--- config.mk ---
export PLATFORM = sky130hd
export DESIGN_NAME = norm_factor_gen
export DESIGN_NICKNAME = d
export VERILOG_FILES = /design/src/rtl/norm_factor_gen.sv
export SDC_FILE = /design/constraint.sdc
export NUM_CORES = 1
export LEC_CHECK = 0
export ABC_AREA = 1
export CAP_MARGIN = 10
export CORE_ASPECT_RATIO = 0.5
export CORE_MARGIN = 2
export CORE_UTILIZATION = 45
export DETAILED_ROUTE_END_ITERATION = 10
export GPL_TIMING_DRIVEN = 0
export PLACE_DENSITY = 0.66
export SLEW_MARGIN = 5
export SYNTH_ARGS = -nofsm -noshare
export SYNTH_HDL_FRONTEND = slang
export SYNTH_SLANG_ARGS = --single-unit
--- constraint.sdc ---
create_clock -name clk -period 2.6 [get_ports clk]
set_clock_uncertainty 0.2 [all_clocks]
set_input_delay 0.78 -clock clk [delete_from_list [all_inputs] [get_ports clk]]
set_output_delay 0.78 -clock clk [all_outputs]
set_load 0.05 [all_outputs]
--- src/rtl/norm_factor_gen.sv ---
// norm_factor_gen
// Per-frame normalisation-factor generator. Tracks the maximum pixel value of
// each frame on the incoming stream and, at end of frame, computes
//   norm_factor = floor((2^FRAC_WIDTH - 1) / frame_max)
// with a sequential restoring divider (one quotient bit per cycle). The factor
// feeds a downstream integer-by-fraction multiplier so that pixel*norm_factor
// never exceeds the fractional full scale on the following frame.
// FRAC_WIDTH must be >= INT_WIDTH so the divisor fits in the remainder path.

module norm_factor_gen #(
  parameter int INT_WIDTH  = 8,
  parameter int FRAC_WIDTH = 8
) (
  input  logic                  clk,
  input  logic                  rst_n,
  input  logic                  pix_valid,
  input  logic [INT_WIDTH-1:0]  pix_data,
  input  logic                  pix_last,
  output logic [FRAC_WIDTH-1:0] norm_factor,
  output logic                  norm_valid,
  output logic [INT_WIDTH-1:0]  frame_max,
  output logic                  busy,
  output logic                  overrun
);

  // FSM encoding
  localparam logic [0:0] ST_IDLE = 1'b0;
  localparam logic [0:0] ST_DIV  = 1'b1;

  // Iteration counter sized to hold 0..FRAC_WIDTH
  localparam int CNT_W = $clog2(FRAC_WIDTH + 1);
  localparam logic [CNT_W-1:0]      CNT_ZERO  = {CNT_W{1'b0}};
  localparam logic [CNT_W-1:0]      CNT_ONE   = CNT_W'(1);
  localparam logic [CNT_W-1:0]      LAST_STEP = CNT_W'(FRAC_WIDTH - 1);
  localparam logic [FRAC_WIDTH-1:0] ALL_ONES  = {FRAC_WIDTH{1'b1}};
  localparam logic [FRAC_WIDTH-1:0] FRAC_ZERO = {FRAC_WIDTH{1'b0}};
  localparam logic [INT_WIDTH-1:0]  INT_ZERO  = {INT_WIDTH{1'b0}};

  // Unsigned maximum of two pixel values
  function automatic logic [INT_WIDTH-1:0] umax(
    input logic [INT_WIDTH-1:0] a,
    input logic [INT_WIDTH-1:0] b
  );
    if (a >= b) begin
      umax = a;
    end else begin
      umax = b;
    end
  endfunction

  // Zero-extend a pixel-width value to the remainder-compare width
  function automatic logic [FRAC_WIDTH:0] zext_div(input logic [INT_WIDTH-1:0] v);
    zext_div = {{(FRAC_WIDTH + 1 - INT_WIDTH){1'b0}}, v};
  endfunction

  // State registers and next-state values
  logic [0:0]            state_q, state_d;
  logic                  first_q, first_d;
  logic [INT_WIDTH-1:0]  acc_q,   acc_d;
  logic [INT_WIDTH-1:0]  div_q,   div_d;
  logic [FRAC_WIDTH-1:0] rem_q,   rem_d;
  logic [FRAC_WIDTH-1:0] quo_q,   quo_d;
  logic [CNT_W-1:0]      cnt_q,   cnt_d;
  logic [FRAC_WIDTH-1:0] nf_q,    nf_d;
  logic                  nv_q,    nv_d;
  logic [INT_WIDTH-1:0]  fmax_q,  fmax_d;
  logic                  ovr_q,   ovr_d;

  // Combinational helpers
  logic [INT_WIDTH-1:0]  beat_max_s;
  logic                  frame_end_s;
  logic [FRAC_WIDTH:0]   rem_shift_s;
  logic [FRAC_WIDTH:0]   div_ext_s;
  logic                  step_ge_s;
  logic [FRAC_WIDTH-1:0] rem_step_s;
  logic [FRAC_WIDTH-1:0] quo_step_s;

  // Frame-max candidate for the current beat and one restoring-division step.
  // The dividend is all ones, so every step shifts a 1 into the remainder.
  // The remainder stays below the divisor, so it always fits FRAC_WIDTH bits.
  always_comb begin
    frame_end_s = pix_valid & pix_last;
    if (first_q) begin
      beat_max_s = pix_data;
    end else begin
      beat_max_s = umax(acc_q, pix_data);
    end
    rem_shift_s = {rem_q, 1'b1};
    div_ext_s   = zext_div(div_q);
    step_ge_s   = (rem_shift_s >= div_ext_s);
    if (step_ge_s) begin
      rem_step_s = FRAC_WIDTH'(rem_shift_s - div_ext_s);
    end else begin
      rem_step_s = FRAC_WIDTH'(rem_shift_s);
    end
    quo_step_s = FRAC_WIDTH'({quo_q, step_ge_s});
  end

  // Running max accumulator; restarts after every last beat, even a dropped one
  always_comb begin
    first_d = first_q;
    acc_d   = acc_q;
    if (pix_valid) begin
      acc_d = beat_max_s;
      if (pix_last) begin
        first_d = 1'b1;
      end else begin
        first_d = 1'b0;
      end
    end else begin
      acc_d = acc_q;
    end
  end

  // Divider FSM: latch divisor on end of frame, iterate FRAC_WIDTH steps, publish
  always_comb begin
    state_d = state_q;
    div_d   = div_q;
    rem_d   = rem_q;
    quo_d   = quo_q;
    cnt_d   = cnt_q;
    nf_d    = nf_q;
    fmax_d  = fmax_q;
    nv_d    = 1'b0;
    ovr_d   = 1'b0;
    case (state_q)
      ST_IDLE: begin
        if (frame_end_s) begin
          state_d = ST_DIV;
          div_d   = beat_max_s;
          rem_d   = FRAC_ZERO;
          quo_d   = FRAC_ZERO;
          cnt_d   = CNT_ZERO;
        end else begin
          state_d = ST_IDLE;
        end
      end
      ST_DIV: begin
        rem_d = rem_step_s;
        quo_d = quo_step_s;
        cnt_d = cnt_q + CNT_ONE;
        // A frame ending mid-division is dropped and flagged
        if (frame_end_s) begin
          ovr_d = 1'b1;
        end else begin
          ovr_d = 1'b0;
        end
        if (cnt_q == LAST_STEP) begin
          state_d = ST_IDLE;
          nv_d    = 1'b1;
          fmax_d  = div_q;
          // All-black frame: saturate rather than rely on divide-by-zero bits
          if (div_q == INT_ZERO) begin
            nf_d = ALL_ONES;
          end else begin
            nf_d = quo_step_s;
          end
        end else begin
          state_d = ST_DIV;
        end
      end
      default: begin
        state_d = ST_IDLE;
      end
    endcase
  end

  // State update with asynchronous reset to the all-ones factor
  always_ff @(posedge clk or negedge rst_n) begin
    if (!rst_n) begin
      state_q <= ST_IDLE;
      first_q <= 1'b1;
      acc_q   <= INT_ZERO;
      div_q   <= INT_ZERO;
      rem_q   <= FRAC_ZERO;
      quo_q   <= FRAC_ZERO;
      cnt_q   <= CNT_ZERO;
      nf_q    <= ALL_ONES;
      nv_q    <= 1'b0;
      fmax_q  <= INT_ZERO;
      ovr_q   <= 1'b0;
    end else begin
      state_q <= state_d;
      first_q <= first_d;
      acc_q   <= acc_d;
      div_q   <= div_d;
      rem_q   <= rem_d;
      quo_q   <= quo_d;
      cnt_q   <= cnt_d;
      nf_q    <= nf_d;
      nv_q    <= nv_d;
      fmax_q  <= fmax_d;
      ovr_q   <= ovr_d;
    end
  end

  assign norm_factor = nf_q;
  assign norm_valid  = nv_q;
  assign frame_max   = fmax_q;
  assign busy        = (state_q == ST_DIV);
  assign overrun     = ovr_q;

endmodule

==> flow_summary_export.csv <==
group,metric,value,unit
status,status,"finished, final reports clean",
critical_path,worst_setup_path_start_kind,"primary input",
drt,wl_per_cell,12.7,µm
worst_hold_path,hp-class,"in2async",
synth,synth_nets,371,
critical_path,r2r_start,"div_q[1]",
flow_run,maxCapViolCount,0,
critical_path,crit_arrival,2.45,ns
synth,synth.cell_area,2870,µm²
critical_path,endpoint_kind,"flip-flop",
synth,async_flop_share,100,%
sta,drv_slew,0,
synth,synth-edff-count,0,
synth,synth_flop_cell,"dfrtp_1",
synth,synthCells,342,
critical_path,cpPeakStageDelay,0.45,ns
floorplan,pin_count,31,
drt,ant_nets,0,
power,ir_worst_vdd,0.491,mV
synth,yosysWarnings,0,
floorplan,initial_core_util,46.9,%
sta,fmax,406,MHz
sta,tns,0,ns
sta,period_needed,2.46,ns
placed_design,io_buffers,30,
finish,utilization,56.4,%
critical_path,setup.reg_to_reg.worst_slack,0.40,ns
placed_design,hpwl,4.51,mm
clock_network,cts-root-buf,"clkbuf_16",
clock_network,cts_max_level,2,
drt,routed_wirelength,5.96,mm
power,power.density,1440,nW/µm²
sta,setup_viol,0,
finish,antennaDiodeCount,0,
synth,synth_area_per_cell,8.38,µm²
global_routing,antenna_found_initial,0,
clock_network,cts_tree,"done",
clock_network,cts.path.max_buffers,2,
synth,netlist-cell-type-count,38,
power,finalPower,4950,µW
power,switching_share,47.2,%
power,p_int,2610,µW
floorplan,core,6110,µm²
finish,drive_above_1_share,11.3,%
synth,ys_seq_elements,55,
clock_network,hold_buffers,0,
power,p_sw,2330,µW
clock_network,worstSkewPairLatency,0.30,ns
sta,slew_headroom,50.8,%
drt,dr.first_iter.drc_count,121,
drt,avgViaCountPerCell,4.88,
critical_path,worstPathCellList,"clkdlybuf4s50_1 -> inv_1 -> ha_1 -> nand2_1 -> inv_1 -> nor2_1 -> o21a_1 -> nand2_2 -> nand2_4 -> nand2_1 -> nand3_1 -> nand2_1",
clock_network,post-cts-setup-buffer-count,0,
global_routing,gr-usage-all-layers,18.8,%
global_routing,grt_pass1_wl,10.2,mm
floorplan,dieHeight,60.4,µm
critical_path,critPathKind,"in2reg",
drt,route.detailed.drc,0,
finish,n_fill_cell,561,
finish,nNetsFinal,409,
finish,area_growth,20.1,%
power,cellLeakagePower,0.00175,µW
floorplan,die_w,117,µm
critical_path,worstPathRequired,2.58,ns
power,clock_power_share,13.9,%
global_routing,grt_pass1_vias,2110,
synth,ys_seq_area_share,48.4,%
floorplan,dieArea,7060,µm²
drt,first_pass_iters,4,
power,p_comb_share,54.9,%
sta,fin_crit_sh,94.7,%
critical_path,path_max_fanout,9,
sta,hold_viol,0,
power,seqPwrFrac,31.1,%
clock_network,clk_pin_slew_worst_paths,0.07,ns
critical_path,cp_common_cell,"nand2_1",
sta,max_slew.worst_pin.slew,0.731,ns
sta,rsz0062_at_grt,"no",
floorplan,rows,20,
global_routing,grt_max_degree,39,
drt,vias,2288,
clock_network,numCtsBuffers,5,
critical_path,rr_worst_depth,9,
critical_path,r2r_end,"rem_q[6]",
clock_network,cts_sinks,55,
global_routing,overflow,0,
placed_design,gp_congestion,0.875,
critical_path,cp_slowest_cell,"clkdlybuf4s50_1",
==> through the flow <==
stage,hold WS [ns],area [µm²],instances,setup WS [ns]
after global routing,0.264,3440,469,0.0313
final,0.228,3440,469,0.139
after floorplan,0.249,2870,342,0.421
after CTS,0.232,3430,469,0.0176
after global placement,0.269,3280,460,-1.10
after detailed placement,0.271,3290,461,-0.292
==> worst max-delay path: cells and delay by family <==
kind / cells / cell delay [ns]
buf+inv: 3 / 0.53
fa+ha+maj: 1 / 0.30
simple gates: 7 / 0.67
compound gates: 1 / 0.15
==> layout make-up <==
type	count	area (µm²)	area share, %
clock buffer	5	125	3.64
multi-input combinational	232	1260	36.6
tap	88	110	3.20
inverter	48	180	5.24
sequential	55	1390	40.3
clock inverter	3	27.5	0.800
timing repair buffer	31	305	8.87
buffer	7	46.3	1.35
==> Yosys cell counts, drive strengths merged (2+ instances only) <==
| cell | number | area share, % |
|---|---|---|
| nor3 | 2 | 0.92 |
| dfrtp | 46 | 40 |
| nand3 | 30 | 5.4 |
| or2 | 2 | 0.44 |
| nor2 | 23 | 3.1 |
| nand2 | 104 | 14 |
| inv | 47 | 6.2 |
| o21ai | 19 | 3.8 |
| xnor2 | 2 | 0.61 |
| o22ai | 6 | 1.3 |
| ha | 16 | 7.0 |
| nor4 | 2 | 0.44 |
| a21oi | 16 | 3.4 |
| nand4 | 2 | 0.44 |
| dfstp | 9 | 8.3 |
| buf | 6 | 1.5 |
==> worst max path at each step <==
stage,from,to,slack (ns),depth (start not counted)
4_1_cts,pix_data[1],div_q[1],0.02,13
3_5_place_dp,pix_data[1],div_q[1],-0.29,13
2_1_floorplan,pix_data[7],acc_q[0],0.42,11
6_report,pix_data[7],div_q[1],0.14,12
3_3_place_gp,rst_n,quo_q[4],-1.10,1
5_1_grt,pix_data[1],div_q[1],0.03,13
==> state kept, by name (all words and copies together) (netlist names) <==
signal / count
acc_q: 8
busy: 1
cnt_q: 4
div_q: 8
first_q: 1
frame_max: 8
norm_factor: 8
norm_valid: 1
overrun: 1
quo_q: 7
rem_q: 8
==> cells by family (layout without fill, tap and decap cells) <==
group	after synthesis	in the layout	share of synthesized area [%]
adders and majority gates	17	17	7.69
DFF	55	55	48.4
AOI/OAI and AO/OA	47	47	10.2
buffers and inverters	55	94	7.90
xor gates and xnor gates	3	3	0.917
and+or+nand+nor	165	165	24.9
==> cell usage in the layout, fill, tap and decap left out, types with 2 or more instances in the layout <==
master,netlist,routed
o21ai_1,5,5
dlygate4sd2_1,0,8
o21ai_0,10,10
clkdlybuf4s50_1,0,21
buf_6,2,2
ha_1,16,16
o21ai_2,4,4
nor4_1,2,2
inv_1,45,45
nor2_1,22,22
nand2_4,1,2
buf_2,4,5
dfrtp_1,46,46
clkbuf_16,0,5
nand2_2,3,3
inv_2,2,2
a21oi_1,13,13
nand3_1,29,29
xnor2_1,2,2
a21oi_2,2,2
o22ai_1,6,6
nand4_1,2,2
nand2_1,100,99
dfstp_2,9,9
==> power by group through the flow <==
stage | Clock [µW] | Combinational (µW) | Sequential [µW]
final | 689 | 2720 | 1540
after global placement | 0 | 2650 | 1550
after floorplan | 0 | 1640 | 1940
after global routing | 748 | 3010 | 1590
after CTS | 712 | 2710 | 1540
after detailed placement | 0 | 2730 | 1560
==> timing repair <==
item | in CTS | in global routing
hold endpoints to repair | 0 | 0
endpoints found under the setup margin | 8 | 16
pin swaps | 0 | 0
gates resized for setup | 8 | 2
==> layer usage <==
| layer | up-vias | part of all wire (%) | wire length [µm] | track usage (%) |
|---|---|---|---|---|
| met1 | 1047 | 51 | 3040 | 27.7 |
| met5 | - | 0 | 0 | 0 |
| met4 | 0 | 1.5 | 92 | 6.89 |
| met3 | 9 | 4.2 | 250 | 4.10 |
| li1 | 1174 | - | - | - |
| met2 | 58 | 43 | 2580 | 27.7 |
No activity file was read; power rests on OpenSTA's default activity.
